--- src/rtl/iterative_divider.sv ---
// rtl/iterative_divider.sv - multi-cycle restoring divider (signed/unsigned) for UDIV/SDIV
//
// Purpose: computes quotient and remainder of two WIDTH-bit operands with one
// shift/trial-subtract step per clock. Signed operands are divided as
// magnitudes and sign-corrected in a final FIX cycle (truncating division:
// the remainder takes the sign of the dividend). Fixed latency of WIDTH+1
// cycles from the accepting edge to the done pulse.
//
// Ports:
//   clk          system clock, rising edge
//   reset        asynchronous active-high reset
//   start        request, sampled only while ready=1
//   is_signed    1 = two's-complement divide, 0 = unsigned (captured with start)
//   dividend     numerator (captured with start)
//   divisor      denominator (captured with start)
//   ready        idle and able to accept start
//   done         one-cycle pulse, results valid from this cycle onward
//   quotient     registered quotient, held until the next completion
//   remainder    registered remainder, held until the next completion
//   div_by_zero  last completed operation had a zero divisor

module iterative_divider #(
    parameter int WIDTH = 64
) (
    input  logic             clk,
    input  logic             reset,
    input  logic             start,
    input  logic             is_signed,
    input  logic [WIDTH-1:0] dividend,
    input  logic [WIDTH-1:0] divisor,
    output logic             ready,
    output logic             done,
    output logic [WIDTH-1:0] quotient,
    output logic [WIDTH-1:0] remainder,
    output logic             div_by_zero
);

    localparam int CW = $clog2(WIDTH);

    typedef enum logic [1:0] {
        S_IDLE = 2'd0,
        S_RUN  = 2'd1,
        S_FIX  = 2'd2
    } state_t;

    state_t state_q, state_d;

    logic [CW-1:0]    cnt_q, cnt_d;
    // Dividend register; quotient bits shift in at the LSB as dividend bits leave the MSB.
    logic [WIDTH-1:0] dvd_q, dvd_d;
    // Partial remainder carries one extra bit so the trial subtract never
    // overflows when the unsigned divisor has its MSB set.
    logic [WIDTH:0]   rem_q, rem_d;
    logic [WIDTH-1:0] dvs_q, dvs_d;
    logic [WIDTH-1:0] orig_q, orig_d;
    logic             qneg_q, qneg_d;
    logic             rneg_q, rneg_d;
    logic             zero_q, zero_d;
    logic [WIDTH-1:0] quo_q, quo_d;
    logic [WIDTH-1:0] remo_q, remo_d;
    logic             dbz_q, dbz_d;
    logic             done_q, done_d;

    logic [WIDTH+1:0] shifted;
    logic [WIDTH+1:0] diff;
    logic             a_neg;
    logic             b_neg;

    assign shifted = {rem_q, dvd_q[WIDTH-1]};
    // Top bit of diff is the borrow: set when the trial subtract went negative.
    assign diff    = shifted - {2'b00, dvs_q};
    assign a_neg   = is_signed & dividend[WIDTH-1];
    assign b_neg   = is_signed & divisor[WIDTH-1];

    // State register
    always_ff @(posedge clk or posedge reset) begin
        if (reset) begin
            state_q <= S_IDLE;
        end else begin
            state_q <= state_d;
        end
    end

    // Next-state logic
    always_comb begin
        state_d = state_q;
        case (state_q)
            S_IDLE:  if (start) state_d = S_RUN;
            S_RUN:   if (cnt_q == '0) state_d = S_FIX;
            S_FIX:   state_d = S_IDLE;
            default: state_d = S_IDLE;
        endcase
    end

    // Output logic
    always_comb begin
        ready = (state_q == S_IDLE);
    end

    // Datapath next-state
    always_comb begin
        cnt_d  = cnt_q;
        dvd_d  = dvd_q;
        rem_d  = rem_q;
        dvs_d  = dvs_q;
        orig_d = orig_q;
        qneg_d = qneg_q;
        rneg_d = rneg_q;
        zero_d = zero_q;
        quo_d  = quo_q;
        remo_d = remo_q;
        dbz_d  = dbz_q;
        done_d = 1'b0;
        case (state_q)
            S_IDLE: begin
                if (start) begin
                    cnt_d  = CW'(WIDTH - 1);
                    dvd_d  = a_neg ? -dividend : dividend;
                    dvs_d  = b_neg ? -divisor : divisor;
                    rem_d  = '0;
                    orig_d = dividend;
                    qneg_d = a_neg ^ b_neg;
                    rneg_d = a_neg;
                    zero_d = (divisor == '0);
                end
            end
            S_RUN: begin
                dvd_d = {dvd_q[WIDTH-2:0], ~diff[WIDTH+1]};
                rem_d = diff[WIDTH+1] ? shifted[WIDTH:0] : diff[WIDTH:0];
                if (cnt_q != '0) begin
                    cnt_d = cnt_q - CW'(1);
                end
            end
            S_FIX: begin
                // Most-negative / -1 falls out naturally: magnitude 2^(WIDTH-1) negates to itself.
                quo_d  = zero_q ? '0 : (qneg_q ? -dvd_q : dvd_q);
                remo_d = zero_q ? orig_q
                                : (rneg_q ? -rem_q[WIDTH-1:0] : rem_q[WIDTH-1:0]);
                dbz_d  = zero_q;
                done_d = 1'b1;
            end
            default: ;
        endcase
    end

    // Datapath registers
    always_ff @(posedge clk or posedge reset) begin
        if (reset) begin
            cnt_q  <= '0;
            dvd_q  <= '0;
            rem_q  <= '0;
            dvs_q  <= '0;
            orig_q <= '0;
            qneg_q <= 1'b0;
            rneg_q <= 1'b0;
            zero_q <= 1'b0;
            quo_q  <= '0;
            remo_q <= '0;
            dbz_q  <= 1'b0;
            done_q <= 1'b0;
        end else begin
            cnt_q  <= cnt_d;
            dvd_q  <= dvd_d;
            rem_q  <= rem_d;
            dvs_q  <= dvs_d;
            orig_q <= orig_d;
            qneg_q <= qneg_d;
            rneg_q <= rneg_d;
            zero_q <= zero_d;
            quo_q  <= quo_d;
            remo_q <= remo_d;
            dbz_q  <= dbz_d;
            done_q <= done_d;
        end
    end

    assign done        = done_q;
    assign quotient    = quo_q;
    assign remainder   = remo_q;
    assign div_by_zero = dbz_q;

endmodule

--- config.mk ---
export PLATFORM = sky130hd
export DESIGN_NAME = iterative_divider
export DESIGN_NICKNAME = d
export VERILOG_FILES = /design/src/rtl/iterative_divider.sv
export SDC_FILE = /design/constraint.sdc
export NUM_CORES = 1
export LEC_CHECK = 0
export BUFFER_PORTS_ARGS = -buffer_cell sky130_fd_sc_hd__buf_2
export CAP_MARGIN = 10
export CORE_MARGIN = 2
export CORE_UTILIZATION = 54
export DETAILED_ROUTE_END_ITERATION = 7
export MAX_ROUTING_LAYER = met4
export PLACE_DENSITY = 0.74
export SETUP_SLACK_MARGIN = 0.02
export SYNTH_ARGS = -nofsm -noshare
export SYNTH_HDL_FRONTEND = slang
export SYNTH_SLANG_ARGS = --single-unit
--- constraint.sdc ---
create_clock -name clk -period 21.7 [get_ports clk]
set_input_delay 3.255 -clock clk [delete_from_list [all_inputs] [get_ports clk]]
set_output_delay 3.255 -clock clk [all_outputs]
set_load 0.05 [all_outputs]
==> results of run 1 <==
-- state kept, by name, summed over array words and instances, names as in the netlist --
| name | flops |
|---|---|
| rem_q | 65 |
| dvd_q | 64 |
| dvs_q | 64 |
| orig_q | 64 |
| quotient | 64 |
| remainder | 64 |
| cnt_q | 6 |
| state_q | 2 |
| div_by_zero | 1 |
| done | 1 |
| qneg_q | 1 |
| rneg_q | 1 |
| zero_q | 1 |
-- worst register-to-register path, cell delays in order (launching register included) --
cell	delay, ps
sky130_fd_sc_hd__dfrtp_1	490
sky130_fd_sc_hd__ha_1	420
sky130_fd_sc_hd__a21oi_1	360
sky130_fd_sc_hd__o21ai_0	210
sky130_fd_sc_hd__a221o_1	410
sky130_fd_sc_hd__a221o_1	330
sky130_fd_sc_hd__a41o_1	320
sky130_fd_sc_hd__a2111oi_0	430
sky130_fd_sc_hd__nor2_1	190
sky130_fd_sc_hd__xnor2_2	380
sky130_fd_sc_hd__buf_4	610
sky130_fd_sc_hd__o311ai_0	300
-- cells in the mapped netlist, types with 24 or more instances --
library cell | count | area share (%)
sky130_fd_sc_hd__nand4_1 | 24 | 0.60
sky130_fd_sc_hd__ha_1 | 70 | 3.5
sky130_fd_sc_hd__or4_1 | 34 | 1.0
sky130_fd_sc_hd__nand3_1 | 151 | 3.0
sky130_fd_sc_hd__inv_1 | 106 | 1.6
sky130_fd_sc_hd__a21oi_1 | 183 | 3.6
sky130_fd_sc_hd__nand2_1 | 570 | 8.5
sky130_fd_sc_hd__o41ai_1 | 29 | 1.0
sky130_fd_sc_hd__o21ai_0 | 349 | 7.0
sky130_fd_sc_hd__xor2_1 | 196 | 6.8
sky130_fd_sc_hd__nor2_1 | 165 | 2.5
sky130_fd_sc_hd__a22oi_1 | 61 | 1.8
sky130_fd_sc_hd__a21o_1 | 36 | 1.1
sky130_fd_sc_hd__nor3_1 | 44 | 0.88
sky130_fd_sc_hd__xnor2_1 | 112 | 3.9
sky130_fd_sc_hd__dfrtp_1 | 398 | 40
sky130_fd_sc_hd__clkbuf_1 | 181 | 2.7
sky130_fd_sc_hd__or3_1 | 31 | 0.77
sky130_fd_sc_hd__o31ai_1 | 71 | 2.1
-- power groups by stage --
stage / Combinational (mW) / Sequential [mW] / Clock, mW
after CTS: 0.0762 / 0.742 / 0.788
after floorplan: 0.0413 / 0.756 / 0
after global placement: 0.0740 / 0.756 / 0
after global routing: 0.0855 / 0.742 / 0.821
after detailed placement: 0.0760 / 0.756 / 0
final: 0.0761 / 0.742 / 0.780
-- metal layers --
metal	track usage, %	part of all wire [%]
met1	44.4	48
met2	45.6	44
met3	3.42	6.1
met4	7.70	2.4
met5	-	0
-- through the flow --
stage | instance area, µm² | hold WS, ps | utilization (%) | instances | power (mW)
global placement | 26600 | 457 | 58.5 | 3755 | 0.830
detailed placement | 26600 | 462 | 58.5 | 3755 | 0.832
floorplan | 25100 | 445 | - | 3069 | 0.798
CTS | 28100 | 475 | 61.7 | 3836 | 1.61
finish | 28200 | 470 | 61.8 | 3839 | 1.60
global route | 28200 | 496 | 61.8 | 3839 | 1.65
-- path summary, 6_finish.rpt --
path / end / slack [ps]
min reg2reg: quotient[15] / 470
min: quotient[15] / 470
max reg2reg: rem_q[6] / 17060
min in group asynchronous: quotient[1] / 2860
max: dvs_q[61] / 15330
max in group asynchronous: rem_q[9] / 17190
-- layout make-up --
| cell class | instances | area [µm²] |
|---|---|---|
| flip-flops and latches | 398 | 9960 |
| inverters | 106 | 405 |
| clock inverters | 18 | 209 |
| diodes | 2 | 5.00 |
| fillers | 4041 | 17400 |
| repair buffers | 282 | 1490 |
| clock buffers | 63 | 1290 |
| multi-input cells | 2370 | 14100 |
| well taps | 600 | 751 |
-- cells by family (layout without fill, tap and decap cells) --
family	count (synthesis)	in the layout
buf+inv	301	469
simple gates	1118	1118
flops	398	398
fa+ha+maj	71	71
compound gates	865	865
other cells	0	2
mux	8	8
xor+xnor	308	308
==> results.rst, run 1 <==
.. list-table::
   :header-rows: 1

   * - Metric
     - Value
   * - Max VDD drop
     - ~0.000050 V
   * - TritonRoute pass-1 iters
     - 6
   * - Critical path's largest stage delay
     - 690 ps
   * - Period utilization
     - 29.4%
   * - Dominant register cell in the synthesized netlist
     - sky130_fd_sc_hd__dfrtp_1
   * - Critical hold path startpoint
     - quotient[15]
   * - Longest Clk Path Bufs
     - 3
   * - Via count of the first global-routing pass
     - 21370
   * - Number of rows created at floorplan
     - 78
   * - Clock-pin transition on the worst setup and hold timing paths
     - around 60 ps
   * - Post-synthesis area per instance
     - 8.18 µm²
   * - Relative slew slack
     - approximately a fifth
   * - Crit-path slowest cell
     - sky130_fd_sc_hd__nor4_1
   * - HPWL reported at the end of detailed placement
     - 53100 µm
   * - Most common library cell in the layout ignoring fill and taps
     - sky130_fd_sc_hd__nand2_1
   * - Total routing usage reported by global routing
     - 30.5%
   * - Multiplexer share of the synthesized area
     - 0.324%
   * - Nets
     - 3406
   * - Leading cell types in the layout, fill and taps excluded
     - sky130_fd_sc_hd__nand2_1, sky130_fd_sc_hd__dfrtp_1, sky130_fd_sc_hd__o21ai_0
   * - Antenna violations before repair
     - 3
   * - Simple-gate portion of the synthesized area
     - 20.0%
   * - Internal power of the cells
     - roughly 1.2 mW
   * - Reg2reg start
     - rem_q[17]
   * - Number of enable-type register cells in the synthesized netlist
     - 0
   * - Ratio of cells with drive above 1 in the final layout
     - 12.0%
   * - Start point of the critical path
     - divisor[4]
   * - Total power per unit cell area
     - 56.7 nW/µm²
   * - Number of routed nets with antenna violations
     - 0
   * - Leakage power total
     - around 13 nW
   * - Global-route wire length before repair
     - about 120000 µm
   * - Kind of start point of the critical path
     - input pin
   * - Status
     - complete, no violations
   * - Switching Power
     - 0.374 mW
   * - DIE WIDTH
     - 220 µm
   * - Hold Path Depth
     - 2
   * - Synth Area in XOR/XNOR
     - between 10 and 15%
   * - H-tree levels
     - 2
   * - Count of maximum capacitance violations
     - 0
   * - Initial Utilization
     - 55.1%
   * - Clk_skew
     - about 26 ps
   * - Y dimension of the die
     - approximately 220 µm
   * - Detailed-route DRC error count
     - 0
   * - Async set or reset register ratio after synthesis
     - 100%
   * - Setup-failing EPs final
     - 0
   * - Comb power frac
     - around 4.8%
   * - Hold violation count in the final report
     - 0
   * - Worst hold path type
     - flip-flop to flip-flop
   * - Number of unique standard cell types used by synthesis
     - 69
   * - Final GP Congestion
     - 0.941
   * - Number of clock sinks seen by CTS
     - 398
   * - TritonCTS clock tree
     - yes
   * - Arrival @ worst endpoint
     - a little under 7000 ps
   * - Number of top-level pins
     - 263
   * - Worst setup slack after placement
     - 14710 ps
   * - Smallest setup slack after layout
     - 15330 ps
   * - Logic depth of the worst setup path including buffers
     - 11
   * - Adder-cell area share of the yosys netlist
     - 3.57%
   * - R2R cell count
     - 11
   * - First DRT Iteration DRCs
     - 2140
   * - Sum of overflow across all layers after global routing
     - 0
   * - Root Driver
     - sky130_fd_sc_hd__clkbuf_16
   * - Combined buffer and inverter count along the critical path
     - 1
   * - Compound-cell area share of the yosys netlist
     - a little over a fifth
   * - CP endpoint kind
     - flip-flop
   * - Number of CTS-inserted buffers
     - 45
   * - Syn-to-layout area delta
     - 12.3%
   * - Post-Synthesis Cell Area
     - 25100 µm²
   * - Fraction of power consumed by sequential logic
     - a little under half
   * - Area of the core
     - around 46000 µm²
   * - # hold bufs at CTS
     - 0
   * - Data required time of the worst path
     - 22130 ps
   * - Count of synthesis-stage warnings from yosys
     - 0
   * - Series of cell instances along the critical path
     - buf_2, or3_1, or3_1, nor4_1, nand2_1, nor3b_1, and3_1, nand2_1, o31ai_1, xor2_1, o21ai_0
   * - Sw Ratio
     - 23.4%
   * - Largest fanout on the critical path
     - 6
   * - Buffers inserted during post-CTS setup optimization
     - 0
   * - Type of the worst setup path
     - input pin to flip-flop
   * - Die area
     - 48200 µm²
   * - Via density per instance
     - 5.98
   * - Number of port buffers
     - ~260
   * - Insertion delay to the later sink of the worst-skew pair
     - 600 ps
   * - Peak Freq
     - 157 MHz
   * - Largest net degree at the start of global routing
     - 167
   * - Synthesized netlist net count
     - about 3300
   * - Cells resized by post-CTS repair
     - 0
   * - Wire per inst
     - around 19 µm
   * - Final worst path period need
     - 6370 ps
   * - Worst-margin pin slew
     - 1200 ps
   * - Total detailed-routing wirelength
     - 72100 µm
   * - Final setup TNS
     - 0 ps
   * - Setup repair after global routing missed its margin
     - no
   * - Flop and latch count out of synthesis
     - just under 400
   * - Sequential fraction of the synthesis area
     - 39.7%
   * - Combinational family with the most area after synthesis
     - compound AO/OA/AOI/OAI gates
   * - CP delay by family, top
     - simple AND/OR/NAND/NOR gates
   * - Clock network power share
     - between 40% and 50%
   * - Cell count after synthesis
     - just over 3000
   * - Max Transition Viols Final
     - 0
   * - Via count
     - ~23000
(Power assumes the default switching activity.)
==> inputs of run 2 (changes only) <==
ABC_AREA = 1   (was not set)
PLACE_DENSITY = 0.73   (was 0.74)
clock period = 6.6 ns   (was 21.7 ns; I/O delays follow)
==> results.rst, run 2 <==
.. list-table::
   :header-rows: 1

   * - Metric
     - Value
   * - Fin cells
     - 5794
   * - Clk_skew
     - 25.4 ps
   * - Arrival @ worst endpoint
     - 3980 ps
   * - Top register by number of flip-flops
     - rem_q
   * - R2R cell count
     - 19
   * - Area of the core
     - 56300 µm²
   * - Number of top-level pins
     - 263
   * - Dominant register cell in the synthesized netlist
     - sky130_fd_sc_hd__dfrtp_1
   * - Logic depth of the worst setup path including buffers
     - 19
   * - Final GP Congestion
     - 1.10
   * - Cell count after synthesis
     - ~4800
   * - Hold violation count in the final report
     - 0
   * - Count of maximum capacitance violations
     - 0
   * - Number of clock sinks seen by CTS
     - 398
   * - Synthesized netlist net count
     - 5021
   * - Period utilization
     - a little over half
   * - HPWL reported at the end of detailed placement
     - 89700 µm
   * - DIE WIDTH
     - 243 µm
   * - Worst-margin pin slew
     - slightly above 1000 ps
   * - Most common library cell in the layout ignoring fill and taps
     - sky130_fd_sc_hd__nand2_1
   * - Top-count cell post-synth
     - sky130_fd_sc_hd__nand2_1
   * - Critical path's largest stage delay
     - 520 ps
   * - Ratio of cells with drive above 1 in the final layout
     - 9.84%
   * - DP Cell Count
     - roughly 5700
   * - Relative slew slack
     - 31.0%
   * - Syn-to-layout area delta
     - 10.8%
   * - Adder-cell area share of the yosys netlist
     - 2.91%
   * - Leading cell types in the layout, fill and taps excluded
     - sky130_fd_sc_hd__nand2_1, sky130_fd_sc_hd__inv_1, sky130_fd_sc_hd__nor2_1
   * - Multiplexer share of the synthesized area
     - 0%
   * - Number of CTS-inserted buffers
     - 46
   * - Final worst path period need
     - 3500 ps
   * - Crit-path slowest cell
     - sky130_fd_sc_hd__buf_4
   * - Total detailed-routing wirelength
     - ~110000 µm
   * - Die area
     - 58800 µm²
   * - Total power per unit cell area
     - 163 nW/µm²
   * - TritonRoute pass-1 iters
     - 6
   * - CP endpoint kind
     - flip-flop
   * - Cells resized by post-CTS repair
     - 0
   * - Async set or reset register ratio after synthesis
     - between 90% and 100%
   * - Global-route wire length before repair
     - 175000 µm
   * - Buffers inserted during post-CTS setup optimization
     - 0
   * - CP delay by family, top
     - simple AND/OR/NAND/NOR gates
   * - Wire per inst
     - 19.7 µm
   * - H-tree levels
     - 2
   * - Setup repair after global routing missed its margin
     - no
   * - Peak Freq
     - 286 MHz
   * - Kind of start point of the critical path
     - flip-flop
   * - Detailed-route DRC error count
     - 0
   * - Number of fillers in the final layout
     - 5675
   * - Series of cell instances along the critical path
     - inv_1, ha_1, nand2_1, inv_1, nand2_1, nand2_1, nand2_1, nand3_2, nand2_2, nand2_4, nand2_2, nand2_4, nand2_4, nand2_4, nand2_2, buf_4, nand3_1, nand3_1, nand2_1
   * - Root Driver
     - sky130_fd_sc_hd__clkbuf_16
   * - Status
     - complete, no violations
   * - Count of synthesis-stage warnings from yosys
     - 0
   * - First DRT Iteration DRCs
     - between 3000 and 4000
   * - Clock-pin transition on the worst setup and hold timing paths
     - 60 ps
   * - Longest Clk Path Bufs
     - 3
   * - Top cells by instance count after synthesis
     - sky130_fd_sc_hd__nand2_1, sky130_fd_sc_hd__inv_1, sky130_fd_sc_hd__nor2_1
   * - Insertion delay to the later sink of the worst-skew pair
     - 600 ps
   * - Setup-failing EPs final
     - 0
   * - Number of routed nets with antenna violations
     - 0
   * - Post-Synthesis Cell Area
     - about 31000 µm²
   * - Combinational family with the most area after synthesis
     - simple AND/OR/NAND/NOR gates
   * - Worst hold path type
     - input pin to async pin
   * - Post-synthesis area per instance
     - 6.38 µm²
   * - Simple-gate portion of the synthesized area
     - 38.0%
   * - Combined buffer and inverter count along the critical path
     - 3
   * - Sequential fraction of the synthesis area
     - between 30 and 40%
   * - Via density per instance
     - 5.67
   * - Sum of overflow across all layers after global routing
     - 0
   * - Largest fanout on the critical path
     - 39
   * - TritonCTS clock tree
     - yes
   * - Leakage power total
     - about 18 nW
   * - Nets
     - 5198
   * - Compound-cell area share of the yosys netlist
     - 11.4%
   * - Worst path most repeated cell
     - sky130_fd_sc_hd__nand2_1
   * - Flop and latch count out of synthesis
     - 398
   * - Number of enable-type register cells in the synthesized netlist
     - 0
   * - Initial Utilization
     - 54.6%
   * - # hold bufs at CTS
     - 0
   * - Number of rows created at floorplan
     - 87
   * - Final setup TNS
     - 0 ps
   * - Synth Area in XOR/XNOR
     - 4.53%
   * - Max VDD drop
     - roughly 0.00018 V
   * - Antenna violations before repair
     - 7
   * - Max Transition Viols Final
     - 0
   * - Top-area cell type share of the netlist area
     - roughly a third
   * - Number of port buffers
     - roughly 260
   * - Type of the worst setup path
     - flip-flop to flip-flop
   * - Via count of the first global-routing pass
     - 30421
   * - Number of unique standard cell types used by synthesis
     - 52
   * - Via count
     - 32851
   * - Total routing usage reported by global routing
     - 39.3%
   * - Data required time of the worst path
     - 7070 ps
   * - Y dimension of the die
     - 243 µm
   * - Largest net degree at the start of global routing
     - 128
   * - Area leader, netlist
     - sky130_fd_sc_hd__dfrtp_1
   * - Number of flip-flops under the largest register name
     - 65
   * - Cell types with the largest area share after synthesis
     - sky130_fd_sc_hd__dfrtp_1, sky130_fd_sc_hd__nand2_1, sky130_fd_sc_hd__inv_1
==> run 2: routing by layer <==
metal	share of wire, %	global-route usage (%)
met2	43	58.1
met1	44	55.1
met3	9.5	6.45
met4	3.7	12.7
met5	0	-
==> run 2: report_power, final <==
group	leakage, nW	internal, mW	switching, mW
Clock	0.760	1.53	1.15
Sequential	5.13	2.45	0
Combinational	12.4	0.120	0.295
Total	18.3	4.10	1.44
==> run 2: layout make-up <==
cell class	count	area, µm²	share of cell area, %
tap	756	946	2.78
antenna	7	17.5	0.0514
sequential	398	9960	29.2
multi-input combinational	3584	17500	51.3
clock inverter	28	312	0.914
clock buffer	56	1250	3.67
inverter	671	2530	7.42
timing repair buffer	294	1570	4.62
==> run 2: metrics by stage <==
step / setup WS (ps) / total power [mW] / hold slack [ps] / util, % / area, µm²
CTS: 3220 / 5.56 / 455 / 60.5 / 34000
global route: 2930 / 5.72 / 498 / 60.5 / 34100
floorplan: 252 / 2.74 / 444 / - / 30700
finish: 3100 / 5.54 / 461 / 60.5 / 34100
global placement: 3080 / 2.90 / 457 / 57.7 / 32500
detailed placement: 3080 / 2.91 / 460 / 57.7 / 32500
==> run 2: path summary, 6_finish.rpt <==
| kind | startpoint | end | slack, ps |
|---|---|---|---|
| worst max-delay path | dvs_q[3] | rem_q[23] | 3100 |
| worst min-delay path | reset | orig_q[5] | 460 |
| worst max register to register | dvs_q[3] | rem_q[23] | 3100 |
| worst min register to register | quotient[6] | quotient[6] | 470 |
| max in group asynchronous | reset | quotient[50] | 4450 |
| min in group clk | quotient[6] | quotient[6] | 470 |
==> run 2: cells by family after synthesis <==
logic type,Yosys count
xor gates and xnor gates,159
and+or+nand+nor,2724
buffers and inverters,836
AOI/OAI and AO/OA,630
DFF,398
adders and majority gates,71
